==> config.mk <==
export PLATFORM = sky130hd
export DESIGN_NAME = entity_motion_ctrl
export DESIGN_NICKNAME = d
export VERILOG_FILES = /design/src/rtl/hk_pkg.sv /design/src/rtl/aabb_overlap.sv /design/src/rtl/entity_motion_ctrl.sv
export SDC_FILE = /design/constraint.sdc
export NUM_CORES = 1
export LEC_CHECK = 0
export ABC_AREA = 1
export BUFFER_PORTS_ARGS = -buffer_cell sky130_fd_sc_hd__buf_2
export CAP_MARGIN = 40
export CORE_UTILIZATION = 35
export DETAILED_ROUTE_END_ITERATION = 10
export HOLD_SLACK_MARGIN = 0.15
export PLACE_DENSITY = 0.58
export RECOVER_POWER = 50
export SLEW_MARGIN = 25
export SYNTH_ARGS = -nofsm -noshare
export SYNTH_HDL_FRONTEND = slang
export SYNTH_HIERARCHICAL = 1
export SYNTH_SLANG_ARGS = --single-unit
==> constraint.sdc <==
create_clock -name Clk -period 4.35 [get_ports Clk]
set_input_delay 0.87 -clock Clk [delete_from_list [all_inputs] [get_ports Clk]]
set_output_delay 0.87 -clock Clk [all_outputs]
set_load 0.01 [all_outputs]
==> src/rtl/hk_pkg.sv <==
// Shared definitions for the entity motion controller: update-sequence
// states, screen geometry, HID keycodes and a saturating position step.
// Ports: none (package).
package hk_pkg;

  typedef enum logic [1:0] {
    IDLE    = 2'd0,
    MOVE_P  = 2'd1,
    MOVE_E  = 2'd2,
    HIT_CHK = 2'd3
  } state_t;

  localparam int SCREEN_W = 640;
  localparam int SCREEN_H = 480;

  localparam logic [7:0] KEY_A = 8'h04;  // left
  localparam logic [7:0] KEY_D = 8'h07;  // right
  localparam logic [7:0] KEY_W = 8'h1A;  // up
  localparam logic [7:0] KEY_S = 8'h16;  // down

  // Adds a signed delta to a 10-bit coordinate in 12-bit signed space so an
  // overshoot past either edge saturates at the bound instead of wrapping.
  function automatic logic [9:0] clamp_step(
    input logic [9:0]        pos,
    input logic signed [11:0] delta,
    input logic [9:0]        lo,
    input logic [9:0]        hi
  );
    logic signed [11:0] sum;
    sum = $signed({2'b00, pos}) + delta;
    if (sum < $signed({2'b00, lo}))
      return lo;
    else if (sum > $signed({2'b00, hi}))
      return hi;
    else
      return sum[9:0];
  endfunction

endpackage

==> src/rtl/aabb_overlap.sv <==
// Axis-aligned box overlap test on centre coordinates (combinational).
// Ports: ax/ay/aw/ah box A centre and size, bx/by/bw/bh box B centre and
// size, overlap high when 2*|dx| < aw+bw and 2*|dy| < ah+bh.
module aabb_overlap (
  input  logic [9:0] ax,
  input  logic [9:0] ay,
  input  logic [9:0] aw,
  input  logic [9:0] ah,
  input  logic [9:0] bx,
  input  logic [9:0] by,
  input  logic [9:0] bw,
  input  logic [9:0] bh,
  output logic       overlap
);

  logic [9:0]  dx;
  logic [9:0]  dy;
  logic [10:0] dx2;
  logic [10:0] dy2;
  logic [10:0] sum_w;
  logic [10:0] sum_h;

  // Doubling the distance instead of halving the sizes keeps odd sizes exact.
  always_comb begin
    dx    = (ax >= bx) ? (ax - bx) : (bx - ax);
    dy    = (ay >= by) ? (ay - by) : (by - ay);
    dx2   = {dx, 1'b0};
    dy2   = {dy, 1'b0};
    sum_w = {1'b0, aw} + {1'b0, bw};
    sum_h = {1'b0, ah} + {1'b0, bh};
    overlap = (dx2 < sum_w) && (dy2 < sum_h);
  end

endmodule

==> src/rtl/entity_motion_ctrl.sv <==
// Per-frame player/enemy motion, enemy wall bounce, and hit/health tracking.
// Ports: Clk/Reset (async active-high), frame_clk tick, keycode (HID);
// outputs player/enemy centres and sizes, hp, invuln, dead (all registered).
module entity_motion_ctrl
  import hk_pkg::*;
#(
  parameter int PLAYER_W     = 32,
  parameter int PLAYER_H     = 48,
  parameter int ENEMY_W      = 40,
  parameter int ENEMY_H      = 40,
  parameter int STEP         = 2,
  parameter int HIT_COOLDOWN = 60,
  parameter int MAX_HP       = 5
) (
  input  logic       Clk,
  input  logic       Reset,
  input  logic       frame_clk,
  input  logic [7:0] keycode,
  output logic [9:0] BallX,
  output logic [9:0] BallY,
  output logic [9:0] Ball_sizeX,
  output logic [9:0] Ball_sizeY,
  output logic [9:0] BallX1,
  output logic [9:0] BallY1,
  output logic [9:0] Ball_sizeX1,
  output logic [9:0] Ball_sizeY1,
  output logic [2:0] hp,
  output logic       invuln,
  output logic       dead
);

  localparam int CD_W = (HIT_COOLDOWN > 1) ? $clog2(HIT_COOLDOWN + 1) : 1;

  localparam logic [9:0] P_XMIN = 10'(PLAYER_W / 2);
  localparam logic [9:0] P_XMAX = 10'(SCREEN_W - 1 - PLAYER_W / 2);
  localparam logic [9:0] P_YMIN = 10'(PLAYER_H / 2);
  localparam logic [9:0] P_YMAX = 10'(SCREEN_H - 1 - PLAYER_H / 2);
  localparam logic [9:0] E_XMIN = 10'(ENEMY_W / 2);
  localparam logic [9:0] E_XMAX = 10'(SCREEN_W - 1 - ENEMY_W / 2);
  localparam logic [9:0] E_YMIN = 10'(ENEMY_H / 2);
  localparam logic [9:0] E_YMAX = 10'(SCREEN_H - 1 - ENEMY_H / 2);

  localparam logic signed [11:0] STEP_S  = 12'(STEP);
  localparam logic [CD_W-1:0]    CD_INIT = CD_W'(HIT_COOLDOWN);
  localparam logic [CD_W-1:0]    CD_ONE  = CD_W'(1);

  state_t          state;
  logic            fclk_cur;
  logic            fclk_prev;
  logic            frame_edge;
  logic [9:0]      px, py, ex, ey;
  logic            ex_neg, ey_neg;  // 1 = moving toward smaller coordinate
  logic [CD_W-1:0] cooldown;

  logic [9:0]      px_nx, py_nx, ex_nx, ey_nx;
  logic            ex_neg_nx, ey_neg_nx;
  logic [CD_W-1:0] cd_nx;
  logic [2:0]      hp_nx;
  logic            overlap;

  assign frame_edge  = fclk_cur & ~fclk_prev;

  assign BallX       = px;
  assign BallY       = py;
  assign BallX1      = ex;
  assign BallY1      = ey;
  assign Ball_sizeX  = 10'(PLAYER_W);
  assign Ball_sizeY  = 10'(PLAYER_H);
  assign Ball_sizeX1 = 10'(ENEMY_W);
  assign Ball_sizeY1 = 10'(ENEMY_H);

  aabb_overlap u_aabb (
    .ax      (px),
    .ay      (py),
    .aw      (Ball_sizeX),
    .ah      (Ball_sizeY),
    .bx      (ex),
    .by      (ey),
    .bw      (Ball_sizeX1),
    .bh      (Ball_sizeY1),
    .overlap (overlap)
  );

  // Player step: a dead player stays put; unknown keys hold position.
  always_comb begin
    px_nx = px;
    py_nx = py;
    if (!dead) begin
      case (keycode)
        KEY_A:   px_nx = clamp_step(px, -STEP_S, P_XMIN, P_XMAX);
        KEY_D:   px_nx = clamp_step(px,  STEP_S, P_XMIN, P_XMAX);
        KEY_W:   py_nx = clamp_step(py, -STEP_S, P_YMIN, P_YMAX);
        KEY_S:   py_nx = clamp_step(py,  STEP_S, P_YMIN, P_YMAX);
        default: ;
      endcase
    end
  end

  // Enemy step: flip an outward-moving axis at the wall first, then move
  // along the (possibly flipped) direction in the same update.
  always_comb begin
    ex_neg_nx = ex_neg;
    ey_neg_nx = ey_neg;
    if (!ex_neg && ex >= E_XMAX)     ex_neg_nx = 1'b1;
    else if (ex_neg && ex <= E_XMIN) ex_neg_nx = 1'b0;
    if (!ey_neg && ey >= E_YMAX)     ey_neg_nx = 1'b1;
    else if (ey_neg && ey <= E_YMIN) ey_neg_nx = 1'b0;
    ex_nx = ex_neg_nx ? (ex - 10'd1) : (ex + 10'd1);
    ey_nx = ey_neg_nx ? (ey - 10'd1) : (ey + 10'd1);
  end

  // A hit both costs health and rearms the cooldown, so it never also
  // decrements the cooldown in the same frame.
  always_comb begin
    hp_nx = hp;
    cd_nx = cooldown;
    if (overlap && cooldown == '0 && hp != 3'd0) begin
      hp_nx = hp - 3'd1;
      cd_nx = CD_INIT;
    end else if (cooldown != '0) begin
      cd_nx = cooldown - CD_ONE;
    end
  end

  always_ff @(posedge Clk or posedge Reset) begin
    if (Reset) begin
      state     <= IDLE;
      fclk_cur  <= 1'b0;
      fclk_prev <= 1'b0;
      px        <= 10'd160;
      py        <= 10'd400;
      ex        <= 10'd480;
      ey        <= 10'd240;
      ex_neg    <= 1'b0;
      ey_neg    <= 1'b0;
      hp        <= 3'(MAX_HP);
      cooldown  <= '0;
      invuln    <= 1'b0;
      dead      <= 1'b0;
    end else begin
      fclk_cur  <= frame_clk;
      fclk_prev <= fclk_cur;
      case (state)
        // Edges seen outside IDLE are simply not looked at, i.e. dropped.
        IDLE: begin
          if (frame_edge) state <= MOVE_P;
        end
        MOVE_P: begin
          px    <= px_nx;
          py    <= py_nx;
          state <= MOVE_E;
        end
        MOVE_E: begin
          ex     <= ex_nx;
          ey     <= ey_nx;
          ex_neg <= ex_neg_nx;
          ey_neg <= ey_neg_nx;
          state  <= HIT_CHK;
        end
        HIT_CHK: begin
          hp       <= hp_nx;
          cooldown <= cd_nx;
          invuln   <= (cd_nx != '0);
          dead     <= (hp_nx == 3'd0);
          state    <= IDLE;
        end
        default: state <= IDLE;
      endcase
    end
  end

endmodule

# Yosys cells after proc, flatten, opt, wreduce, memory -nomap -nowiden
# Index checks and enable logic that the tools add are counted.
# Widths: inputs -> output; s select.
[totals]
ff_bits = 57
wordCells = 96
[classes]
n_addsub = 14
order_cmp = 16
eq_ne = 8
muxes = 23
bitwise = 3
reduce_logical = 19
[op_table]
columns = ["cell", "n"]
rows = [
  ["$mux 10", 12],
  ["$pmux 10 s2", 2],
  ["$sub 10x10->10", 4],
  ["$add 11x2->12 const B", 2],
  ["$lt 12x6->1 const B", 2],
  ["$add 10x2->11 const B", 2],
  ["$lt 11x5->1 const B", 2],
  ["$lt 11x7->1 const B", 2],
  ["$add 10x1->10 const B", 2],
  ["$ge 10x10->1", 2],
  ["$le 10x5->1 const B", 2],
  ["$sub 10x1->10 const B", 2],
  ["$eq 8x3->1 const B", 2],
  ["$eq 8x5->1 const B", 2],
  ["$gt 12x10->1 const B", 1],
  ["$gt 12x11->1 const B", 1],
  ["$mux 6", 2],
  ["$reduce_bool 6->1", 2],
  ["$gt 11x10->1 const B", 1],
  ["$gt 11x9->1 const B", 1],
  ["$ge 10x10->1 const B", 1],
  ["$ge 10x9->1 const B", 1],
  ["$pmux 2 s4", 1],
  ["$logic_and 1x1->1", 7],
  ["17 further kinds", 25],
]

# Logic depth before layout (Yosys ltp)
# Gate-level depths: netlist of run 1.
[depth]
depth_word = 8
depth_mapped = 28
mapped_depth_nobuf = 27

# Hierarchy
# The synthesis of run 1 kept the hierarchy.
[by_module_without_submodules]
columns = ["mod", "instances", "cells_each", "area_each_um2", "seq_area_each_um2"]
rows = [
  ["entity_motion_ctrl", 1, 749, 5159.9, 1445.1],
  ["aabb_overlap", 1, 657, 3671.0, 0.0],
]

# Least setup slack after synthesis of run 1
# OpenSTA, ideal clock, no wires.
[synth_timing]
path_type = "register -> register"
from = "reg py[0] (netlist: BallY[0])"
to = "reg invuln"
setup_ps = 117
arrival_ps = 3204
t_required_ps = 4233
setup_slack_ps = 1029
stages_incl_launch_ff = 27
path_cell_list = "dfrtp_1 > inv_1 > ha_1 > inv_1 > fa_1 > nand3_1 > nand2_2 > nand2_2 > nand2_2 > a21oi_2 > nand2_1 > nand2_1 > inv_1 > ha_1 > nand2_1 > nor2_1 > nand3_1 > nand3_1 > nor2_1 > nand3_1 > inv_2 > nor2_1 > inv_2 > a21oi_1 > nand4_1 > o21ai_1 > inv_1"
[synth_between]
elab_chain_len = 8
elab_cells_between_ends = 10
classes_between = "2 x add/sub; 2 x order compare; 2 x mux; 4 x reduce/logical"
[synth_lines]
columns = ["item", "line", "rtl"]
rows = [
  ["from (decl)", "entity_motion_ctrl.sv:51", "logic [9:0] px, py, ex, ey;"],
  ["from (signal assigned)", "entity_motion_ctrl.sv:150", "py <= py_nx;"],
  ["$sub 10x10->10 or $ge 10x10->1 (tied branches)", "aabb_overlap.sv:26", "dy = (ay >= by) ? (ay - by) : (by - ay);"],
  ["$mux 10 (*)", "aabb_overlap.sv:26", ""],
  ["$lt 11x7->1 (*)", "aabb_overlap.sv:31", "overlap = (dx2 < sum_w) && (dy2 < sum_h);"],
  ["$logic_and 1x1->1 (*)", "aabb_overlap.sv:31", ""],
  ["named net overlap", "entity_motion_ctrl.sv:59", "logic overlap;"],
  ["$logic_and 1x1->1 (*) (2 in a row)", "entity_motion_ctrl.sv:117", "if (overlap && cooldown == '0 && hp != 3'd0) begin"],
  ["$mux 6 (*)", "entity_motion_ctrl.sv:117", ""],
  ["$reduce_bool 6->1 (*)", "entity_motion_ctrl.sv:163", "invuln <= (cd_nx != '0);"],
  ["to (signal assigned)", "entity_motion_ctrl.sv:163", ""],
  ["to (decl)", "entity_motion_ctrl.sv:28", "output logic invuln,"],
]
# The timed path passes the listed nets; every way through them passes the cells marked *.
# A chain may end at the register's enable or synchronous reset.

# Worst setup path after layout of run 1
# Same ends and word-level chain as after synthesis.

==> flow_metrics.tcl, run 1 <==
set metrics [dict create \
    outcome "finished with violations" \
    failed_checks "capacitance limit, slew limit" \
    relSlewSlack_pct -6.58 \
    synthAdderAreaFrac_pct 17.1 \
    nets 1640 \
    cts_tree "built" \
    final-hold-violation-count 0 \
    row_count 57 \
    ant_nets 0 \
    power_density_mw_per_mm2 474 \
    cts_buffer_depth 2 \
    hold_class "reg -> reg" \
    cts_resized 0 \
    synth_area_mm2 0.00883 \
    async_flop_share_pct 100 \
    synth.most_common_cell "nand2_1" \
    clk_root_buffer_cell "clkbuf_16" \
    cp.required_ns 4.58 \
    holdPathEnd "fclk_prev$_DFF_PP0_" \
    placed_area_mm2 0.00953 \
    stdcell_count 1842 \
    io_buffers 55 \
    cap_viol_max_count 1 \
    place_ws_ns 0.399 \
    skew_ns 0.00755 \
    synth_largest_area_cell "nand2_1" \
    tns_ns 0 \
    antenna_found_initial 0 \
    synth_simple_gate_area_share_pct 34.4 \
    initial_core_util_pct 36.0 \
    finalCriticalPeriod_ns 3.92 \
    max_stage_delay_ns 0.48 \
    numPlacedInstances 1826 \
    ys_types 54 \
    clk_pin_slew_ns 0.05 \
    htreeDepth 3 \
    routedWlPerCell_um 12.0 \
    grtUsageTotal_pct 17.5 \
    synth_area_leaders "nand2_1 (18%), ha_1 (15%), dfrtp_1 (12%)" \
    startpoint_type "flop" \
    vias 8501 \
    setup_viol 0 \
    grt_pass1_wl_um 37400 \
    fmax_mhz 255 \
    hpwl_um 18000 \
    tightest_slew_ns 1.60 \
    grt_max_degree 32 \
    die_w_um 161 \
    die_height_um 161 \
    rrSetupSlack_ns 0.43 \
    synth_compound_area_share_pct 10.6 \
    syn_avg_cell_area_um2 6.28 \
    synth_top_area_share_pct 18.1 \
    finalMaxSlewViolations 28 \
    layout-drive-gt1-share_pct 9.95 \
    critPathSlowestCell "dfrtp_1" \
    viasPerCell 4.62 \
    grt_pass1_vias 7831 \
    clk_latency_ns 0.34 \
    synth_top_family_by_area "simple AND/OR/NAND/NOR gates" \
    min_path_cells 0 \
    synth_flop_cell "dfrtp_1" \
    syn_inst 1406 \
    ys.warnings.count 6 \
    worst_slack_ns 0.430 \
    drt_wl_total_um 22000 \
    peakVddDrop_mv 0.209 \
    worstPathMaxFanout 9 \
    crit_type "reg -> reg" \
    fin_crit_sh_pct 90.1 \
    power_leakage_nw 5.38 \
    postLayoutCoreUtil_pct 39.9 \
    syn_to_final_growth_pct 11.0 \
    overflow 0 \
    rsz0062_at_grt "false" \
    first_pass_iters 6 \
    cts_sinks 57 \
    r2r_end "invuln$_DFFE_PP0N_" \
    cts_setup_buffers 0 \
    final_area_mm2 0.00980 \
    synth_edf_count 0 \
    io_pins 96 \
    cts_made_buffers 9 \
    die-area_mm2 0.0259 \
    synth_mux_area_share_pct 0 \
    drc 0 \
    synth_common_cells "nand2_1 (426), inv_1 (229), ha_1 (108)" \
    yosysSeqAreaShare_pct 16.4 \
    synth-xor-area-share_pct 5.95 \
    core_area_mm2 0.0245 \
    antennaDiodeCount 0 \
    ctsHoldBuffers 0 \
    min_from "fclk_cur$_DFF_PP0_" \
    drt_iter0_drc 440 \
    synth-seq-cells 57 \
    cp.arrival_ns 4.15 \
    critPathCaptureType "flop" \
    gp_congestion 0.871 \
    reg2reg_from "BallY[0]$_DFFE_PP0P_" \
    ff2ff_path_depth 26 \
]
==> cell families after synthesis <==
| family | count (synthesis) |
|---|---|
| DFF | 57 |
| AOI/OAI and AO/OA | 162 |
| other | 2 |
| buffers and inverters | 305 |
| and+or+nand+nor | 704 |
| adders and majority gates | 116 |
| xor gates and xnor gates | 60 |
==> area by class of cell <==
class	instances	area [um^2]
sequential	57	1450
clock inverter	5	53.8
multi-input combinational	1126	6320
inverter	242	908
clock buffer	11	253
fill	2682	14700
tap	324	405
timing repair buffer	77	412
==> worst max-delay path by stage <==
stage / slack [ns] / to / startpoint
final: 0.43 / invuln$_DFFE_PP0N_ / BallY[0]$_DFFE_PP0P_
after global routing: 0.007 / dead$_DFFE_PP0N_ / BallY[0]$_DFFE_PP0P_
after CTS: 0.38 / dead$_DFFE_PP0N_ / BallY[0]$_DFFE_PP0P_
after detailed placement: 0.40 / invuln$_DFFE_PP0N_ / BallY[0]$_DFFE_PP0P_
after global placement: 0.41 / invuln$_DFFE_PP0N_ / BallY[0]$_DFFE_PP0P_
after floorplan: 1.03 / invuln$_DFFE_PP0N_ / BallY[0]$_DFFE_PP0P_
==> state kept, by name, summed over array words and instances, names as in the netlist <==
| signal | flops |
|---|---|
| BallX | 10 |
| BallX1 | 10 |
| BallY | 10 |
| BallY1 | 10 |
| cooldown | 6 |
| dead | 1 |
| ex_neg | 1 |
| ey_neg | 1 |
| fclk_cur | 1 |
| fclk_prev | 1 |
| hp | 3 |
| invuln | 1 |
| state | 2 |
==> stage by stage <==
stage	total power, mW	hold slack [ns]
6_report	4.65	0.374
5_1_grt	5.20	0.404
4_1_cts	4.68	0.384
3_5_place_dp	3.92	0.370
3_3_place_gp	3.88	0.359
2_1_floorplan	3.20	0.354
==> worst max-delay path, delay by kind of cell, from the launching register on <==
| kind | cells | cell delay (ns) |
|---|---|---|
| AO/OA/AOI/OAI | 3 | 0.62 |
| adder cells (fa/ha/maj) | 3 | 0.85 |
| buffers and inverters | 6 | 0.43 |
| flip-flops | 1 | 0.48 |
| AND/OR/NAND/NOR | 14 | 1.44 |
==> layout by cell type, fill, tap and decap left out, types with 3 or more instances in the layout <==
master / n
nand2_1: 426
inv_1: 229
nor2_1: 96
dfrtp_1: 42
nand3_1: 89
nor2_2: 14
a31oi_1: 11
o22ai_1: 3
nor3b_1: 3
o21ai_1: 5
nand3b_1: 3
conb_1: 84
o21a_1: 3
clkinv_2: 3
o211ai_1: 4
o21ai_0: 48
nand4_1: 30
ha_1: 108
fa_1: 8
nand2_2: 13
buf_2: 47
nor2_4: 3
a21oi_2: 5
a21oi_1: 62
buf_4: 14
nand3_2: 5
clkbuf_16: 9
o21bai_1: 7
clkbuf_1: 15
dfstp_2: 14
xnor2_1: 14
nor3_1: 13
xor2_1: 46
inv_2: 11
==> layer usage <==
layer	global-route usage, %	share of wire [%]
met5	0	0
met4	4.76	1.8
met3	1.91	3.3
met2	28.2	44
met1	24.6	50
==> power by group <==
group	total (mW)	switching, mW	internal [mW]
registers	0.829	0.157	0.672
clock network	0.738	0.266	0.472
logic	3.08	1.99	1.09
No activity file was read; power rests on OpenSTA's default activity.
==> run 2: changes to the inputs <==
--- a/config.mk
+++ b/config.mk
@@ -8,10 +8,10 @@
 export ABC_AREA = 1
 export BUFFER_PORTS_ARGS = -buffer_cell sky130_fd_sc_hd__buf_2
 export CAP_MARGIN = 40
-export CORE_UTILIZATION = 35
+export CORE_UTILIZATION = 60
 export DETAILED_ROUTE_END_ITERATION = 10
 export HOLD_SLACK_MARGIN = 0.15
-export PLACE_DENSITY = 0.58
+export PLACE_DENSITY = 0.87
 export RECOVER_POWER = 50
 export SLEW_MARGIN = 25
 export SYNTH_ARGS = -nofsm -noshare
==> run 2 against run 1 <==
The flow still finishes with violations (capacitance limit, slew limit). Global-route usage up 11 points. Routed wire length down 5.3%. Power down 0.29%. Worst hold slack worse by 0.0020 ns. Sequential power up 4.8%. Count of clock-buffer cells in the layout up 2. Utilization up 28 points. Critical path depth down 4.
==> flow_metrics.tcl, run 2 (same netlist as run 1, synthesis figures left out) <==
set metrics [dict create \
    die_height_um 123 \
    postLayoutCoreUtil_pct 67.7 \
    cts_buffer_depth 2 \
    ant_nets 0 \
    crit_type "reg -> reg" \
    critPathSlowestCell "dfstp_2" \
    cp.arrival_ns 4.19 \
    finalMaxSlewViolations 28 \
    hold_class "reg -> reg" \
    antennaDiodeCount 0 \
    critPathCaptureType "flop" \
    power_leakage_nw 5.31 \
    cap_viol_max_count 1 \
    cp.required_ns 4.60 \
    core_area_mm2 0.0141 \
    cts_made_buffers 9 \
    grtUsageTotal_pct 28.3 \
    drt_iter0_drc 755 \
    hpwl_um 16600 \
    antenna_found_initial 0 \
    row_count 43 \
    tns_ns 0 \
    final-hold-violation-count 0 \
    power_density_mw_per_mm2 486 \
    routedWlPerCell_um 12.4 \
    io_buffers 55 \
    fmax_mhz 254 \
    peakVddDrop_mv 0.371 \
    max_stage_delay_ns 0.73 \
    viasPerCell 5.25 \
    startpoint_type "flop" \
    clk_pin_slew_ns 0.05 \
    overflow 0 \
    die_w_um 123 \
    nets 1630 \
    final_area_mm2 0.00954 \
    die-area_mm2 0.0152 \
    layout_commonest_cell "nand2_1" \
    failed_checks "capacitance limit, slew limit" \
    vias 8851 \
    drc 0 \
    final_cell_mix "nand2_1 (426), inv_1 (229), ha_1 (108)" \
    setup_viol 0 \
    cts_tree "built" \
    cts_sinks 57 \
    syn_to_final_growth_pct 8.01 \
    worst_path_most_repeated_cell "nand2_1" \
    outcome "finished with violations" \
    place_ws_ns 0.469 \
    htreeDepth 3 \
    rsz0062_at_grt "false" \
    layout-drive-gt1-share_pct 9.16 \
    path_cells "inv_1 -> ha_1 -> nand2_1 -> inv_1 -> nand2_2 -> nand2_2 -> a21oi_2 -> nand2_1 -> nand2_1 -> inv_1 -> ha_1 -> a21oi_1 -> nor2_1 -> nor3b_1 -> nand3_1 -> nor2_1 -> nand3_1 -> inv_2 -> nand2_1 -> xor2_1 -> nand3_1 -> o21ai_0" \
    skew_ns 0.00623 \
    grt_pass1_vias 7815 \
    grt_pass1_wl_um 34600 \
    worstPathMaxFanout 13 \
    fin_crit_sh_pct 90.6 \
    worst_slack_ns 0.409 \
    clk_latency_ns 0.34 \
    placed_area_mm2 0.00927 \
    initial_core_util_pct 62.6 \
    clk_root_buffer_cell "clkbuf_16" \
    grt_max_degree 34 \
    first_pass_iters 8 \
    finalCriticalPeriod_ns 3.94 \
    gp_congestion 0.996 \
    tightest_slew_ns 1.54 \
    relSlewSlack_pct -2.60 \
    io_pins 96 \
    drt_wl_total_um 20900 \
]
==> run 2: timing repair <==
action / in CTS / in global routing
buffers inserted: 0 / 0
resized for setup: 0 / 1
setup endpoints to repair: 0 / 1
hold buffers: 0 / 0
==> run 2: layout make-up <==
class | instances | area, um^2
timing repair buffer | 67 | 338
multi-input combinational | 1126 | 6320
tap | 180 | 225
inverter | 242 | 908
fill | 1245 | 4560
clock buffer | 13 | 260
clock inverter | 2 | 37.5
sequential | 57 | 1450
==> run 2: power by group <==
part	switching [mW]	internal, mW
combinational	1.97	1.09
clock	0.242	0.471
sequential	0.196	0.673
total	2.41	2.23
==> run 2: critical path: cells and delay by family, from the launching register on <==
kind | cells | cell delay (ns)
DFF | 1 | 0.73
and+or+nand+nor | 12 | 1.51
buffers and inverters | 4 | 0.31
AOI/OAI and AO/OA | 3 | 0.56
xor gates and xnor gates | 1 | 0.18
adders and majority gates | 2 | 0.56
==> run 2: final timing paths <==
path	from	to	slack, ns	depth (start not counted)
setup reg to reg	BallY[4]$_DFFE_PP1P_	dead$_DFFE_PP0N_	0.41	22
hold reg to reg	fclk_cur$_DFF_PP0_	fclk_prev$_DFF_PP0_	0.37	0
min in group asynchronous	Reset	cooldown[5]$_DFFE_PP0N_	0.71	2
max in group asynchronous	Reset	BallY1[8]$_DFFE_PP0P_	1.72	3
hold / removal	fclk_cur$_DFF_PP0_	fclk_prev$_DFF_PP0_	0.37	0
setup / recovery	BallY[4]$_DFFE_PP1P_	dead$_DFFE_PP0N_	0.41	22
==> run 2: per-layer routing <==
metal,vias up,track usage [%],share of wire [%]
li1,4525,-,-
met1,3959,37.0,44
met2,329,47.9,47
met3,38,3.46,6.2
met4,0,10.1,2.0
met5,-,0,0
==> run 2: through the flow <==
| step | cells | power, mW | hold WS (ns) |
|---|---|---|---|
| detailed placement | 1671 | 3.84 | 0.364 |
| global placement | 1670 | 3.76 | 0.358 |
| floorplan | 1488 | 3.20 | 0.354 |
| CTS | 1686 | 4.57 | 0.375 |
| global route | 1687 | 5.10 | 0.394 |
| finish | 1687 | 4.63 | 0.372 |
